<file path="src/rtl/fifo_axis_tx.sv">
// FIFO reader that drives an AXI-Stream master through a 2-entry registered skid buffer.
// Define FIFO_AXIS_TX_STATS_EN to build the packet length/count and keep-legality logic.
module fifo_axis_tx #(
  parameter int WIDTH = 256,
  parameter int LEN_W = 16
) (
  input  logic             clk,
  input  logic             rst_n,
  output logic             fifo_rd_en,
  input  logic [WIDTH-1:0] fifo_rd_data,
  input  logic [31:0]      fifo_rd_keep,
  input  logic             fifo_rd_last,
  input  logic             fifo_empty,
  output logic [WIDTH-1:0] m_axis_tdata,
  output logic [31:0]      m_axis_tkeep,
  output logic             m_axis_tlast,
  output logic             m_axis_tvalid,
  input  logic             m_axis_tready,
  output logic             pkt_done,
  output logic [LEN_W-1:0] pkt_len,
  output logic [31:0]      pkt_count,
  output logic             keep_err
);

  localparam int KW = WIDTH / 8;
  localparam logic [31:0] KEEP_MASK = (KW == 32) ? 32'hFFFF_FFFF : ((32'd1 << KW) - 32'd1);

  logic [1:0]       occ_reg;
  logic [WIDTH-1:0] tail_data_reg;
  logic [31:0]      tail_keep_reg;
  logic             tail_last_reg;
  logic [31:0]      keep_in;
  logic             pop;
  logic             xfer;

  // The head entry lives directly in the m_axis_* output registers.
  assign keep_in    = fifo_rd_keep & KEEP_MASK;
  assign pop        = rst_n && !fifo_empty && (occ_reg != 2'd2);
  assign xfer       = m_axis_tvalid && m_axis_tready;
  assign fifo_rd_en = pop;

  always_ff @(posedge clk or negedge rst_n) begin
    if (!rst_n) begin
      occ_reg       <= 2'd0;
      m_axis_tvalid <= 1'b0;
      m_axis_tdata  <= '0;
      m_axis_tkeep  <= '0;
      m_axis_tlast  <= 1'b0;
      tail_data_reg <= '0;
      tail_keep_reg <= '0;
      tail_last_reg <= 1'b0;
    end else begin
      case ({pop, xfer})
        2'b10: begin
          if (occ_reg == 2'd0) begin
            m_axis_tdata <= fifo_rd_data;
            m_axis_tkeep <= keep_in;
            m_axis_tlast <= fifo_rd_last;
          end else begin
            tail_data_reg <= fifo_rd_data;
            tail_keep_reg <= keep_in;
            tail_last_reg <= fifo_rd_last;
          end
          occ_reg       <= occ_reg + 2'd1;
          m_axis_tvalid <= 1'b1;
        end
        2'b01: begin
          if (occ_reg == 2'd2) begin
            m_axis_tdata <= tail_data_reg;
            m_axis_tkeep <= tail_keep_reg;
            m_axis_tlast <= tail_last_reg;
          end
          occ_reg       <= occ_reg - 2'd1;
          m_axis_tvalid <= (occ_reg == 2'd2);
        end
        2'b11: begin
          // Occupancy is 1 here (pop needs <2, transfer needs >0): new beat goes straight to the head.
          m_axis_tdata <= fifo_rd_data;
          m_axis_tkeep <= keep_in;
          m_axis_tlast <= fifo_rd_last;
        end
        default: ;
      endcase
    end
  end

`ifdef FIFO_AXIS_TX_STATS_EN
  localparam int SW = LEN_W + 1;

  typedef enum logic {S_IDLE, S_PKT} state_t;

  state_t           state_reg;
  logic [LEN_W-1:0] acc_reg;
  logic [5:0]       pop_cnt;
  logic [LEN_W-1:0] acc_base;
  logic [SW-1:0]    sum_wide;
  logic [LEN_W-1:0] sum_sat;
  logic             keep_full;
  logic             keep_contig;

  always_comb begin
    pop_cnt = 6'd0;
    for (int i = 0; i < 32; i++) begin
      pop_cnt = pop_cnt + {5'd0, m_axis_tkeep[i]};
    end
  end

  // A packet always starts counting from zero, whatever the accumulator holds.
  assign acc_base    = (state_reg == S_IDLE) ? '0 : acc_reg;
  assign sum_wide    = {1'b0, acc_base} + SW'(pop_cnt);
  assign sum_sat     = sum_wide[LEN_W] ? '1 : sum_wide[LEN_W-1:0];
  assign keep_full   = (m_axis_tkeep == KEEP_MASK);
  assign keep_contig = (m_axis_tkeep != 32'd0) &&
                       ((m_axis_tkeep & (m_axis_tkeep + 32'd1)) == 32'd0);

  always_ff @(posedge clk or negedge rst_n) begin
    if (!rst_n) begin
      state_reg <= S_IDLE;
      acc_reg   <= '0;
      pkt_done  <= 1'b0;
      pkt_len   <= '0;
      pkt_count <= '0;
      keep_err  <= 1'b0;
    end else begin
      pkt_done <= 1'b0;
      keep_err <= 1'b0;
      if (xfer) begin
        keep_err <= m_axis_tlast ? !keep_contig : !keep_full;
        if (m_axis_tlast) begin
          pkt_len   <= sum_sat;
          acc_reg   <= '0;
          pkt_count <= pkt_count + 32'd1;
          pkt_done  <= 1'b1;
          state_reg <= S_IDLE;
        end else begin
          acc_reg   <= sum_sat;
          state_reg <= S_PKT;
        end
      end
    end
  end
`else
  assign pkt_done  = 1'b0;
  assign pkt_len   = '0;
  assign pkt_count = '0;
  assign keep_err  = 1'b0;
`endif

endmodule

</file>
<file path="config.mk">
export PLATFORM = sky130hd
export DESIGN_NAME = fifo_axis_tx
export DESIGN_NICKNAME = d
export VERILOG_FILES = /design/src/rtl/fifo_axis_tx.sv
export SDC_FILE = /design/constraint.sdc
export NUM_CORES = 1
export LEC_CHECK = 0
export CORE_MARGIN = 2
export CORE_UTILIZATION = 30
export CTS_CLUSTER_SIZE = 30
export DETAILED_ROUTE_END_ITERATION = 16
export HOLD_SLACK_MARGIN = 0.12
export SLEW_MARGIN = 20
export SYNTH_ARGS = -nofsm -noshare
export SYNTH_HDL_FRONTEND = slang
export SYNTH_SLANG_ARGS = --single-unit
</file>
<file path="constraint.sdc">
create_clock -name clk -period 3.5 [get_ports clk]
set_input_delay 0.35 -clock clk [delete_from_list [all_inputs] [get_ports clk]]
set_output_delay 0.35 -clock clk [all_outputs]
set_load 0.02 [all_outputs]
</file>
==> results of run 1 <==
## final timing paths
kind	start	to	slack (ps)	depth (start not counted)
max	occ_reg[0]	m_axis_tkeep[13]	670	9
min	rst_n	m_axis_tdata[197]	200	2
max reg2reg	occ_reg[0]	m_axis_tkeep[13]	670	9
min reg2reg	m_axis_tdata[68]	m_axis_tdata[68]	480	1
max in group asynchronous	rst_n	tail_data_reg[84]	1330	4
min in group clk	fifo_rd_data[210]	tail_data_reg[210]	380	2
## cell usage in the layout (no fill, tap or decap), types with 2 or more instances in the layout
cell	count
nand2_1	2
conb_1	50
dfrtp_1	581
buf_4	23
clkdlybuf4s50_1	582
clkbuf_1	12
bufinv_16	7
buf_12	21
mux2_1	210
clkbuf_16	70
xnor2_1	2
clkbuf_8	16
clkinv_2	6
inv_1	2
mux2_2	658
clkinv_16	4
diode_2	7
inv_6	2
## cell families after synthesis
group	count (synthesis)
adders and majority gates	2
and+or+nand+nor	6
AOI/OAI and AO/OA	2
muxes	868
DFF	581
xor gates and xnor gates	3
other	1
buffers and inverters	148
## critical path: stages (launching register included)
cell	delay [ps]
dfrtp_1	440
nand2b_1	210
nand3b_1	260
inv_1	110
ha_1	250
o21ai_4	90
a21boi_4	270
buf_12	260
buf_4	370
mux2_2	380
## power groups by stage
stage	Combinational (W)	Clock, W	Sequential [W]
floorplan	0.00586	0	0.0137
global placement	0.0133	0	0.0118
detailed placement	0.0136	0	0.0120
CTS	0.0136	0.00782	0.0119
global route	0.0143	0.00810	0.0123
finish	0.0134	0.00753	0.0119
## layer usage
metal  share of wire [%]  vias up
li1                    -     6886
met1                  38     7805
met4                 3.2       12
met3                 8.5      125
met2                  50      440
met5                0.11        -
## synthesized netlist by cell type
cell and count:
buf_1 7, o21ai_1 1, buf_4 56, xnor2_1 2, xor2_1 1, conb_1 1, buf_2 26, inv_1 2
buf_6 22, or2_1 1, ha_1 2, buf_8 2, nand3b_1 1, nand2b_1 1, a21boi_1 1, dfrtp_1 581
mux2_2 658, mux2_1 210, nor2_1 1, nand2_1 2, clkbuf_1 33
## layout make-up
type | count | area (µm²) | share of cell area, %
sequential | 581 | 14500 | 41.6
multi-input combinational | 931 | 10100 | 28.9
timing repair buffer | 628 | 6440 | 18.4
clock buffer | 98 | 2020 | 5.77
tap | 1134 | 1420 | 4.06
clock inverter | 22 | 410 | 1.17
antenna | 7 | 17.5 | 0.0501
inverter | 2 | 7.51 | 0.0215
## metrics by stage
| step | setup WS (ps) | std cells |
|---|---|---|
| 2_1_floorplan | 1240 | 1660 |
| 3_3_place_gp | 515 | 3275 |
| 3_5_place_dp | 525 | 3275 |
| 4_1_cts | 644 | 3396 |
| 5_1_grt | 511 | 3403 |
| 6_report | 671 | 3403 |
## timing repair
item,CTS,global route
hold buffers,1,0
hold endpoints to repair,169,0
gates resized for setup,0,0
==> run_results.csv, run 1 <==
group,metric,value,unit
sta,slew_headroom,27.1,%
sta,drv_slew,0,
synthesis,synth_warnings,0,
final_layout,nFillCells,7625,
placed_design,io_buffers,583,
floorplanning,rows,106,
placed_design,gp_congestion,0.779,
detailed_routing,dr.pass1.iters,4,
detailed_routing,via_count,15300,
synthesis,syn_inst,1611,
detailed_routing,wl_per_cell,19.3,µm
synthesis,synth_compound_area_share,0.0493,%
placed_design,post-dp-hpwl,45700,µm
clock_network,cts_max_level,3,
floorplanning,core,83700,µm²
floorplanning,pin_count,634,
power,power.internal,0.0221,W
power,pwr-share-seq,36.3,%
synthesis,synth_area_per_cell,15.8,µm²
synthesis,synth_area_leaders,"dfrtp_1 (57%), mux2_2 (29%), mux2_1 (9.3%)",
synthesis,synth_xor_xnor_area_share,0.103,%
final_layout,fin_area,34900,µm²
final_layout,drive_gt1_share,36.0,%
worst_setup_path,startpoint_type,"flop",
sta,fmax,354,MHz
global_route,first_global_vias,16900,
detailed_routing,drc,0,
clock_network,cts_buffers,70,
outcome,outcome,"finished, final reports clean",
global_route,top_usage_layer,"met2",
global_route,grt_usage,14.7,%
synthesis,ys_types,21,
global_route,met2_usage,25.3,%
sta,worstMarginPinSlew,1090,ps
final_layout,nets,2509,
detailed_routing,drt_iter0_markers,428,
power,swShare,32.5,%
synthesis,yosysSeqAreaShare,57.2,%
sta,setup-tns-final,0,ps
power,p_sw,0.0106,W
clock_network,clockBufferDepth,3,
clock_network,path_clk_slew,60,ps
synthesis,synth_top_cell_area_share,57.2,%
worst_setup_path,setup.worst_path.class,"flop to flop",
clock_network,cts_setup_buffers,0,
sta,rsz0062_at_grt,"false",
global_route,overflow,0,
floorplanning,die-area,87000,µm²
sta,setup_viol,0,
worst_setup_path,path_max_fanout,35,
global_route,grt_max_degree,168,
clock_network,root_buffer,"clkbuf_16",
sta,period_share,80.8,%
placed_design,dpl_cell_area,32500,µm²
global_route,met3_usage,5.19,%
sta,post-route-min-period,2830,ps
synthesis,synthDominantAreaCellType,"dfrtp_1",
power,ir_drop,0.474,mV
worst_setup_path,required,3980,ps
synthesis,synth_top_family_by_area,"multiplexers",
synthesis,synthAdderAreaFrac,0.0985,%
sta,finClkSkew,24.1,ps
power,combPwrFrac,40.8,%
floorplanning,initial_core_util,30.3,%
hold_path,hp-class,"input port to asynchronous set/reset pin",
sta,hold_violations,0,
clock_network,cts_tree,"yes",
clock_network,cts_sinks,581,
worst_setup_path,crit_arrival,3300,ps
power,p_per_area,938,nW/µm²
synthesis,syn_area,25400,µm²
detailed_routing,via_per_inst,4.49,
worst_setup_path,worstSetupEndpointType,"flop",
detailed_routing,drt-total-wl,65500,µm
final_layout,final_util,41.8,%
synthesis,synth-simple-area-share,0.123,%
floorplanning,die_h,295,µm
global_route,antenna_found_initial,14,
global_route,grt_pass1_wl,99700,µm
final_layout,area_growth,37.6,%
synthesis,synth.mux.area_fraction,38.5,%
sta,hold_ws,199,ps
floorplanning,die_w,295,µm
power,p_leak,14.5,nW
synthesis,synth_seq_cells,581,
detailed_routing,ant_nets,0,
clock_network,clk_latency,610,ps
flow_run,maxCapViolations,0,
power,finalPower,0.0328,W
global_route,grt_use_met1,16.6,%
power,p_clk_share,23.0,%
No activity file was read; power rests on OpenSTA's default activity.
==> run 2, diff against run 1 <==
==> constraint.sdc (replaced) <==
create_clock -name clk -period 2.5 [get_ports clk]
set_input_delay 0.25 -clock clk [delete_from_list [all_inputs] [get_ports clk]]
set_output_delay 0.25 -clock clk [all_outputs]
set_load 0.02 [all_outputs]
==> run_results.csv, run 2 (same netlist as run 1, synthesis figures left out) <==
group,metric,value,unit
outcome,outcome,"finished, final reports clean",
final_layout,nets,2543,
final_layout,seq_area,14500,µm²
global_route,overflow,0,
detailed_routing,via_count,15300,
worst_setup_path,setup.worst_path.class,"flop to flop",
clock_network,clockBufferDepth,3,
sta,finClkSkew,17.5,ps
sta,slew_headroom,31.6,%
power,p_leak,14.6,nW
worst_setup_path,startpoint_type,"flop",
floorplanning,pin_count,634,
sta,worstMarginPinSlew,1030,ps
power,p_per_area,1300,nW/µm²
sta,period_share,92.2,%
clock_network,cts_sinks,581,
floorplanning,die-area,87000,µm²
clock_network,path_clk_slew,60,ps
sta,setup_viol,0,
final_layout,final_cells,3437,
detailed_routing,wl_per_cell,19.3,µm
detailed_routing,via_per_inst,4.46,
global_route,grt_use_met1,17.3,%
clock_network,clk_latency,590,ps
sta,rsz0062_at_grt,"false",
worst_setup_path,path_max_fanout,26,
final_layout,nFillCells,7573,
global_route,met2_usage,25.7,%
clock_network,root_buffer,"clkbuf_16",
global_route,first_global_vias,16900,
detailed_routing,dr.pass1.iters,4,
final_layout,mostFrequentLayoutCell,"mux2_2",
detailed_routing,drc,0,
sta,fmax,434,MHz
clock_network,cts_buffers,68,
final_layout,drive_gt1_share,36.7,%
sta,hold_violations,0,
placed_design,post-dp-hpwl,48100,µm
global_route,antenna_found_initial,10,
placed_design,dp_cells,3311,
final_layout,multi_input_area,10100,µm²
placed_design,io_buffers,583,
sta,drv_slew,0,
global_route,top_usage_layer,"met2",
placed_design,gp_congestion,0.765,
global_route,met3_usage,5.08,%
detailed_routing,drt_iter0_markers,368,
clock_network,cts_max_level,3,
floorplanning,die_w,295,µm
worst_setup_path,worstSetupEndpointType,"flop",
global_route,grt_max_degree,166,
global_route,grt_pass1_wl,101000,µm
floorplanning,rows,106,
sta,setup-tns-final,0,ps
worst_setup_path,crit_arrival,2760,ps
global_route,grt_usage,14.9,%
clock_network,cts_setup_buffers,0,
hold_path,hp-class,"input port to flop",
clock_network,cts_tree,"yes",
worst_setup_path,required,2960,ps
sta,post-route-min-period,2310,ps
detailed_routing,drt-total-wl,66300,µm
floorplanning,initial_core_util,30.3,%
final_layout,layout_common_cells,"mux2_2 (658), clkdlybuf4s50_1 (581), dfrtp_1 (581)",
power,ir_drop,0.657,mV
floorplanning,core,83700,µm²
floorplanning,die_h,295,µm
detailed_routing,ant_nets,0,
final_layout,area_growth,38.4,%
flow_run,maxCapViolations,0,
-- run 2: changes by cell type in the layout (fill, tap and decap cells not counted), sizes merged, moves of 2 or more --
cell / before / now
clkinv: 12 / 10
buf: 45 / 81
clkbuf: 98 / 103
bufinv: 7 / 5
-- run 2: repair_timing --
item,in CTS,in global routing
hold buffers,1,0
endpoints found under the hold margin,107,0
endpoints found under the setup margin,0,1
resized for setup,0,1
-- run 2: per-stage QoR --
| step | area, µm² | hold WS, ps | util [%] | total power, W | worst slack [ps] |
|---|---|---|---|---|---|
| finish | 35200 | 301 | 42.0 | 0.0458 | 195 |
| global route | 35200 | 254 | 42.0 | 0.0484 | 51.3 |
| CTS | 35100 | 243 | 42.0 | 0.0465 | 50.2 |
| detailed placement | 32800 | 396 | 39.3 | 0.0361 | 16.0 |
| global placement | 32800 | 389 | 39.3 | 0.0354 | 41.1 |
| floorplan | 25600 | -45.6 | - | 0.0274 | 243 |
-- run 2: power breakdown --
part	leakage, nW	internal, W	switching, W
Combinational	6.59	0.0106	0.00843
Sequential	6.90	0.0143	0.00239
Clock	1.12	0.00614	0.00396
Total	14.6	0.0310	0.0148
-- run 2: worst max-delay path: stages (launching register included) --
cell	delay, ps
dfrtp_1	370
nand2b_1	170
nand3b_1	140
inv_1	80
ha_1	230
o21ai_4	80
a21boi_4	270
buf_12	210
buf_12	220
mux2_2	360
-- run 2: cell type report --
class,instances,area share (%)
timing repair buffer,664,19.4
clock buffer,103,5.79
clock inverter,16,0.690
sequential,581,41.4
multi-input combinational,931,28.7
tap,1134,4.04
antenna,6,0.0427
inverter,2,0.0214
-- run 2: path summary, 6_finish.rpt --
kind                                   start            endpoint  slack, ps  cells after the start
hold reg to reg            m_axis_tdata[191]   m_axis_tdata[191]        480                      1
min in group asynchronous              rst_n          occ_reg[0]        340                      3
max in group asynchronous              rst_n   m_axis_tdata[109]        700                      4
hold / removal             fifo_rd_data[228]  tail_data_reg[228]        300                      2
setup reg to reg                  occ_reg[0]    m_axis_tkeep[22]        190                      9
setup / recovery                  occ_reg[0]    m_axis_tkeep[22]        190                      9
-- run 2: metal layers --
| metal | vias up | wire length [µm] |
|---|---|---|
| li1 | 6941 | - |
| met1 | 7869 | 26000 |
| met2 | 404 | 33500 |
| met3 | 107 | 5010 |
| met4 | 8 | 1720 |
| met5 | - | 46 |
==> run 3, diff against run 2 <==
--- a/config.mk
+++ b/config.mk
@@ -5,8 +5,9 @@
 export SDC_FILE = /design/constraint.sdc
 export NUM_CORES = 1
 export LEC_CHECK = 0
-export CORE_MARGIN = 2
+export CORE_MARGIN = 5
 export CORE_UTILIZATION = 30
+export CTS_CLUSTER_DIAMETER = 50
 export CTS_CLUSTER_SIZE = 30
 export DETAILED_ROUTE_END_ITERATION = 16
 export HOLD_SLACK_MARGIN = 0.12
==> run_results.csv, run 3 (same netlist as run 1, synthesis figures left out) <==
group,metric,value,unit
outcome,outcome,"finished, final reports clean",
detailed_routing,wl_per_cell,19.7,µm
floorplanning,die_h,301,µm
detailed_routing,ant_nets,0,
sta,hold_violations,0,
final_layout,layout_common_cells,"mux2_2 (658), clkdlybuf4s50_1 (581), dfrtp_1 (581)",
worst_setup_path,required,2970,ps
detailed_routing,drc,0,
power,p_leak,14.9,nW
detailed_routing,via_count,15500,
clock_network,cts_tree,"yes",
clock_network,path_clk_slew,60,ps
clock_network,cts_setup_buffers,0,
placed_design,dpl_cell_area,32900,µm²
detailed_routing,drt_iter0_markers,456,
worst_setup_path,setup.worst_path.class,"flop to flop",
floorplanning,initial_core_util,30.3,%
clock_network,cts_max_level,3,
final_layout,mostFrequentLayoutCell,"mux2_2",
floorplanning,die-area,90600,µm²
sta,worstMarginPinSlew,937,ps
sta,slew_headroom,37.5,%
sta,setup_viol,0,
global_route,grt_pass1_wl,106000,µm
clock_network,cts_sinks,581,
final_layout,fin_area,35800,µm²
final_layout,area_growth,41.1,%
sta,setup-tns-final,0,ps
power,finalPower,0.0478,W
floorplanning,core,83800,µm²
floorplanning,die_w,301,µm
worst_setup_path,startpoint_type,"flop",
sta,finClkSkew,24.5,ps
clock_network,clk_latency,620,ps
global_route,antenna_found_initial,13,
sta,rsz0062_at_grt,"false",
final_layout,final_util,42.8,%
sta,hold_ws,277,ps
worst_setup_path,path_max_fanout,17,
floorplanning,pin_count,634,
floorplanning,rows,106,
flow_run,maxCapViolations,0,
placed_design,io_buffers,583,
worst_setup_path,worstSetupEndpointType,"flop",
placed_design,gp_congestion,0.768,
sta,period_share,91.4,%
global_route,grt_max_degree,159,
final_layout,drive_gt1_share,38.2,%
clock_network,cts_buffers,81,
hold_path,hp-class,"input port to asynchronous set/reset pin",
placed_design,post-dp-hpwl,50200,µm
global_route,first_global_vias,17700,
detailed_routing,via_per_inst,4.47,
final_layout,nets,2562,
clock_network,root_buffer,"clkbuf_16",
detailed_routing,dr.pass1.iters,4,
sta,drv_slew,0,
clock_network,clockBufferDepth,3,
global_route,overflow,0,
global_route,grt_usage,14.7,%
worst_setup_path,crit_arrival,2760,ps
detailed_routing,drt-total-wl,68500,µm
power,p_per_area,1330,nW/µm²
sta,post-route-min-period,2280,ps
power,ir_drop,0.744,mV
sta,fmax,438,MHz
==> run 3: cell types whose count changed in the layout (fill, tap and decap cells not counted), moves of 2 or more <==
cell	previous run	this run
clkbuf_8	16	5
clkinv_4	0	9
inv_6	1	13
inv_8	0	6
clkinv_16	0	3
buf_12	28	32
clkinvlp_4	0	10
bufinv_16	5	7
clkbuf_16	70	81
clkbuf_1	17	6
==> run 3: layout make-up <==
type / count / area, µm²
diodes: 7 / 17.5
repair buffers: 670 / 6900
fillers: 7596 / 48000
well taps: 1134 / 1420
multi-input cells: 931 / 10100
flip-flops and latches: 581 / 14500
inverters: 2 / 7.51
clock buffers: 92 / 2120
clock inverters: 59 / 739
==> run 3: through the flow <==
stage | instances | setup slack (ps)
2_1_floorplan | 1660 | 243
3_3_place_gp | 3317 | 38.8
3_5_place_dp | 3317 | 8.94
4_1_cts | 3469 | 19.6
5_1_grt | 3475 | 93.3
6_report | 3476 | 216
==> run 3: power by group <==
part / switching (W) / internal [W]
clock network: 0.00479 / 0.00707
logic: 0.00849 / 0.0106
registers: 0.00248 / 0.0143
total: 0.0158 / 0.0320
==> run 3: timing repair <==
item / in CTS / in global routing
endpoints found under the setup margin: 0 / 1
resized for setup: 0 / 1
hold endpoints to repair: 78 / 0
hold buffers: 1 / 0
==> run 3: per-layer routing <==
layer	share of wire, %	wire length, µm	vias up	GRT usage, %
met5	0.089	61	-	0
met4	3.0	2030	10	4.90
met3	7.5	5120	133	5.08
met2	50	34600	435	25.6
met1	39	26700	7950	16.9
li1	-	-	7020	-
==> run 3: worst paths after layout <==
| path | to | slack, ps | depth (start not counted) | startpoint |
|---|---|---|---|---|
| max | m_axis_tdata[100] | 220 | 9 | occ_reg[0] |
| min in group clk | tail_data_reg[151] | 280 | 2 | fifo_rd_data[151] |
| max in group asynchronous | m_axis_tdata[183] | 940 | 4 | rst_n |
| min | m_axis_tdata[199] | 280 | 3 | rst_n |
| max reg2reg | m_axis_tdata[100] | 220 | 9 | occ_reg[0] |
| min reg2reg | m_axis_tdata[76] | 480 | 1 | m_axis_tdata[76] |
==> run 3: worst max-delay path, cell delays in order (launching register included) <==
cell and delay [ps]:
dfrtp_1 380, nand2b_1 200, nand3b_1 150, inv_1 70, ha_1 230, o21ai_4 70, a21boi_4 270, buf_12 210
buf_4 210, mux2_1 340
